$ cat config.mk
export PLATFORM = sky130hd
export DESIGN_NAME = fifo_replay_ctrl
export DESIGN_NICKNAME = d
export VERILOG_FILES = /design/src/rtl/fifo_replay_ctrl.sv
export SDC_FILE = /design/constraint.sdc
export NUM_CORES = 1
export LEC_CHECK = 0
export CORE_MARGIN = 5
export CORE_UTILIZATION = 55
export DETAILED_ROUTE_END_ITERATION = 12
export PLACE_DENSITY = 0.79
export REMOVE_ABC_BUFFERS = 1
export SETUP_SLACK_MARGIN = 0.05
export SLEW_MARGIN = 5
export SYNTH_ARGS = -nofsm -noshare
export SYNTH_HDL_FRONTEND = slang
export SYNTH_SLANG_ARGS = --single-unit
$ cat constraint.sdc
create_clock -name clk -period 3.2 [get_ports clk]
set_input_delay 0.64 -clock clk [delete_from_list [all_inputs] [get_ports clk]]
set_output_delay 0.64 -clock clk [all_outputs]
set_load 0.005 [all_outputs]
$ cat src/rtl/fifo_replay_ctrl.sv
// Replay sequencer for a single Fifo: loads N words once, then streams them E times,
// rewinding the Fifo read head between passes.
module fifo_replay_ctrl #(
    parameter int addrLen  = 5,
    parameter int epochLen = 8
) (
    input  logic                clk,
    input  logic                reset,
    input  logic                start,
    input  logic                abort,
    input  logic [addrLen-1:0]  numEntries,
    input  logic [epochLen-1:0] numEpochs,
    input  logic                srcValid,
    output logic                srcReady,
    output logic                dstValid,
    input  logic                dstReady,
    output logic                fifoRd,
    output logic                fifoWrt,
    output logic                fifoRestart,
    output logic                fifoClear,
    input  logic                fifoEmpty,
    input  logic                fifoFull,
    output logic                epochDone,
    output logic                done,
    output logic                busy
);

    typedef enum logic [2:0] {IDLE, LOAD, REPLAY, REWIND, FINISH} stateT;

    stateT               state;
    logic [addrLen-1:0]  loadCnt;
    logic [addrLen-1:0]  rdCnt;
    logic [epochLen-1:0] epochCnt;
    logic [addrLen-1:0]  nReg;
    logic [epochLen-1:0] eReg;

    logic lastLoad;
    logic lastRead;
    logic lastEpoch;

    // Handshakes are combinational so a word moves in the same cycle it is offered.
    assign srcReady  = (state == LOAD) && (loadCnt < nReg) && !fifoFull;
    assign fifoWrt   = srcValid && srcReady;
    assign dstValid  = (state == REPLAY) && !fifoEmpty && (rdCnt < nReg);
    assign fifoRd    = dstValid && dstReady;

    assign lastLoad  = fifoWrt && (loadCnt == nReg - 1'b1);
    assign lastRead  = fifoRd && (rdCnt == nReg - 1'b1);
    assign lastEpoch = (epochCnt == eReg - 1'b1);

    always_ff @(posedge clk or posedge reset) begin
        if (reset) begin
            state       <= IDLE;
            loadCnt     <= '0;
            rdCnt       <= '0;
            epochCnt    <= '0;
            nReg        <= '0;
            eReg        <= '0;
            fifoRestart <= 1'b0;
            fifoClear   <= 1'b0;
            epochDone   <= 1'b0;
            done        <= 1'b0;
            busy        <= 1'b0;
        end else begin
            fifoRestart <= 1'b0;
            fifoClear   <= 1'b0;
            epochDone   <= 1'b0;
            done        <= 1'b0;
            if (fifoWrt) loadCnt <= loadCnt + 1'b1;
            if (fifoRd) rdCnt <= rdCnt + 1'b1;
            if (lastRead) epochCnt <= epochCnt + 1'b1;

            case (state)
                IDLE: begin
                    if (start) begin
                        nReg     <= numEntries;
                        eReg     <= numEpochs;
                        loadCnt  <= '0;
                        rdCnt    <= '0;
                        epochCnt <= '0;
                        busy     <= 1'b1;
                        if (numEntries != '0 && numEpochs != '0) begin
                            state <= LOAD;
                        end else begin
                            // Empty job: report completion without touching the Fifo.
                            state     <= FINISH;
                            fifoClear <= 1'b1;
                            done      <= 1'b1;
                        end
                    end
                end
                LOAD: begin
                    if (abort) begin
                        state     <= FINISH;
                        fifoClear <= 1'b1;
                    end else if (lastLoad) begin
                        state <= REPLAY;
                    end
                end
                REPLAY: begin
                    if (abort) begin
                        state     <= FINISH;
                        fifoClear <= 1'b1;
                    end else if (lastRead) begin
                        epochDone <= 1'b1;
                        if (lastEpoch) begin
                            state     <= FINISH;
                            fifoClear <= 1'b1;
                            done      <= 1'b1;
                        end else begin
                            state       <= REWIND;
                            fifoRestart <= 1'b1;
                        end
                    end
                end
                REWIND: begin
                    rdCnt <= '0;
                    if (abort) begin
                        state     <= FINISH;
                        fifoClear <= 1'b1;
                    end else begin
                        state <= REPLAY;
                    end
                end
                FINISH: begin
                    state <= IDLE;
                    busy  <= 1'b0;
                end
                default: begin
                    state <= IDLE;
                    busy  <= 1'b0;
                end
            endcase
        end
    end

endmodule

==> results of run 1 <==
==> worst paths after layout <==
kind	startpoint	to	slack, ps	depth (start not counted)
setup / recovery	nReg[1]	fifoRd	360	6
hold / removal	busy	busy	500	2
setup reg to reg	nReg[1]	epochCnt[7]	560	8
hold reg to reg	busy	busy	500	2
max in group asynchronous	reset	state[1]	2090	3
min in group asynchronous	reset	eReg[7]	770	3
==> critical path, stage by stage, from the launching register on <==
cell	delay, ps
dfrtp_1	380
inv_1	150
ha_1	250
nor2b_1	130
o2111ai_1	250
nor3b_2	240
clkdlybuf4s50_1	530
==> per-layer routing <==
layer / part of all wire / up-vias
met5: 0 / -
met4: 0.013 / 0
met3: 0.039 / 4
met2: 0.45 / 46
met1: 0.50 / 889
li1: - / 942
==> registers in the layout, indices dropped and copies added, names as in the netlist <==
signal	flops
fifoClear	1
epochCnt	8
done	1
epochDone	1
busy	1
loadCnt	5
nReg	5
eReg	8
fifoRestart	1
state	3
rdCnt	5
==> cells by family (layout without fill, tap and decap cells) <==
kind of cell,after synthesis,in the layout,share of synthesized area
AOI/OAI and AO/OA,40,40,0.114
xor gates and xnor gates,31,31,0.119
and+or+nand+nor,96,96,0.213
adders and majority gates,15,15,0.0782
buffers and inverters,19,55,0.0297
muxes,9,9,0.0401
DFF,39,39,0.406
==> cells in the final DEF, fill, tap and decap left out, types with 6 or more instances in the layout <==
master | Yosys | layout
or3_1 | 6 | 6
ha_1 | 15 | 15
xnor2_1 | 16 | 16
dfrtp_1 | 39 | 39
nand2_1 | 21 | 21
xor2_1 | 14 | 14
clkbuf_8 | 0 | 7
clkdlybuf4s50_1 | 0 | 29
o21ai_0 | 17 | 17
a21oi_1 | 8 | 8
nor2b_1 | 7 | 7
nand3_1 | 6 | 6
inv_1 | 14 | 14
nor2_1 | 23 | 23
nand4_1 | 7 | 7
==> metrics by stage <==
step	instance area (sq um)	setup WS, ps	util	power, uW	cells
final	2870	360	0.669	2080	337
after detailed placement	2770	457	0.646	1730	329
after floorplan	2380	192	-	1460	244
after CTS	2870	353	0.669	2090	337
after global routing	2870	222	0.669	2250	337
after global placement	2770	482	0.646	1690	329
==> power by group <==
group | switching [uW] | total, uW | leakage (uW) | internal [uW]
Clock | 162 | 359 | 0.0000515 | 197
Combinational | 497 | 955 | 0.000715 | 458
Sequential | 150 | 765 | 0.000514 | 615
Total | 810 | 2080 | 0.00128 | 1270
==> area by class of cell <==
class,count,area [sq um]
fill,364,1420
tap,52,65.1
clock buffer,8,100
multi-input combinational,191,1360
sequential,39,976
inverter,14,52.6
timing repair buffer,33,320
==> impl_results.md, run 1 <==
* Status: complete, no violations
* Cells after Synth at 249
* Worst-path maximum fanout at 4
* Final hold violations at 0
* Pwr per Cell Area at 724 nW/um^2
* Max-cap violations at 0
* Post-synth EDFFs at 0
* Share of cells above drive strength 1 at 0.0807
* Critical Path AT at 2200 ps
* Synth area leader: dfrtp_1
* First-pass detailed-route iteration total at 4
* Relative slew margins at 0.602
* Met2 usage at 0.265
* YS warnings at 0
* CP Capture Type: output port
* CP Data Required Time at 2560 ps
* Final RePlAce weighted congestion at 0.868
* Clk Latency, worst-skew pair at 280 ps
* VDD IR max at 0.416 mV
* Max Freq at between 300 and 400 MHz
* Unrepaired setup endpoints after global routing: false
* Async set or reset register ratio after synthesis at 1.00
* Top-area cell type share of the netlist area at 0.406
* Slew of the pin with the lowest slew margin at 595 ps
* # Post-CTS Setup Buffers at 0
* Seq cells post-synth at 39
* Row count at 24
* Detailed Route WL at 4920 um
* Startpoint Class: register
* DR vias/cell at 5.58
* Gr usage total at 0.176
* # port buffers at 29
* Most common cell in the netlist: dfrtp_1
* Post-cts sizing count at 0
* Nets at 320
* GR peak layer: met2
* Io pins at 30
* Setup TNS at 0 ps
* CTS clk-pin slew, worst paths at 70 ps
* Vias post-DR at 1881
* Synth area leaders: dfrtp_1 (41%), ha_1 (7.8%), xnor2_1 (5.8%), xor2_1 (5.1%), nor2_1 (3.6%)
* Slew Limit Fails at 0
* DIE AREA at 5790 sq um
* TritonCTS clock tree: yes
* Final antenna-violating net count at 0
* Initial antenna violation count at 0
* Top_reg_cell synth: dfrtp_1
* Area grow syn2layout at 19.6%
* Clock Sinks at 39
* CTS root buffer: clkbuf_8
* Hold buffers post-CTS at 0
* Met3 usage at 0.0307
* Drt initial violations at 176
* Die Y at 76.1 um
* Minimum clock period at 2840 ps
* Post-synth top cells: dfrtp_1 (39), nor2_1 (23), nand2_1 (21)
* Vias in the first global route at 1790
* Synth cell types at 43
* Die Wd at 76.1 um
* First-pass GRT wire length at 8420 um
* Ant diodes at 0
* Met1 usage at 0.252
* Synth Cell Area at 2400 sq um
* Average routed wire per standard cell at roughly 15 um
* # DRC at 0
* Mean Syn Cell Area at 9.64 sq um
* Register area share after synthesis at 0.406
* Post-DP HPWL at 3700 um
* Hold slack at 500 ps
* Largest net degree at the start of global routing at 40
* CTS Buffer Depth at 2
* Core area at between 4000 and 5000 sq um
* GRT overflow at 0
* # setup viols final at 0
* Number of buffers created by CTS at 5
* Initial Util at 0.559
* Hold WC Path Type: reg2reg
* Worst Path Class, Setup: reg2out
* Final period util at 0.888
* H-tree levels at 2
* Leakage Power at around 0.0013 uW
* Skew final at 6.28 ps
Power figures use the tool's default switching activity.
==> run 2, diff against run 1 <==
--- a/config.mk
+++ b/config.mk
@@ -11,6 +11,7 @@
 export PLACE_DENSITY = 0.79
 export REMOVE_ABC_BUFFERS = 1
 export SETUP_SLACK_MARGIN = 0.05
+export SKIP_LAST_GASP = 1
 export SLEW_MARGIN = 5
 export SYNTH_ARGS = -nofsm -noshare
 export SYNTH_HDL_FRONTEND = slang
==> results of run 2 <==
Same layout as run 1: the final DEF is identical, and so are final timing and power.
==> run 3, diff against run 2 <==
--- a/config.mk
+++ b/config.mk
@@ -5,8 +5,10 @@
 export SDC_FILE = /design/constraint.sdc
 export NUM_CORES = 1
 export LEC_CHECK = 0
+export CAP_MARGIN = 20
 export CORE_MARGIN = 5
 export CORE_UTILIZATION = 55
+export CTS_CLUSTER_SIZE = 14
 export DETAILED_ROUTE_END_ITERATION = 12
 export PLACE_DENSITY = 0.79
 export REMOVE_ABC_BUFFERS = 1
==> results of run 3 <==
Same layout as run 1: the final DEF is identical, and so are final timing and power.
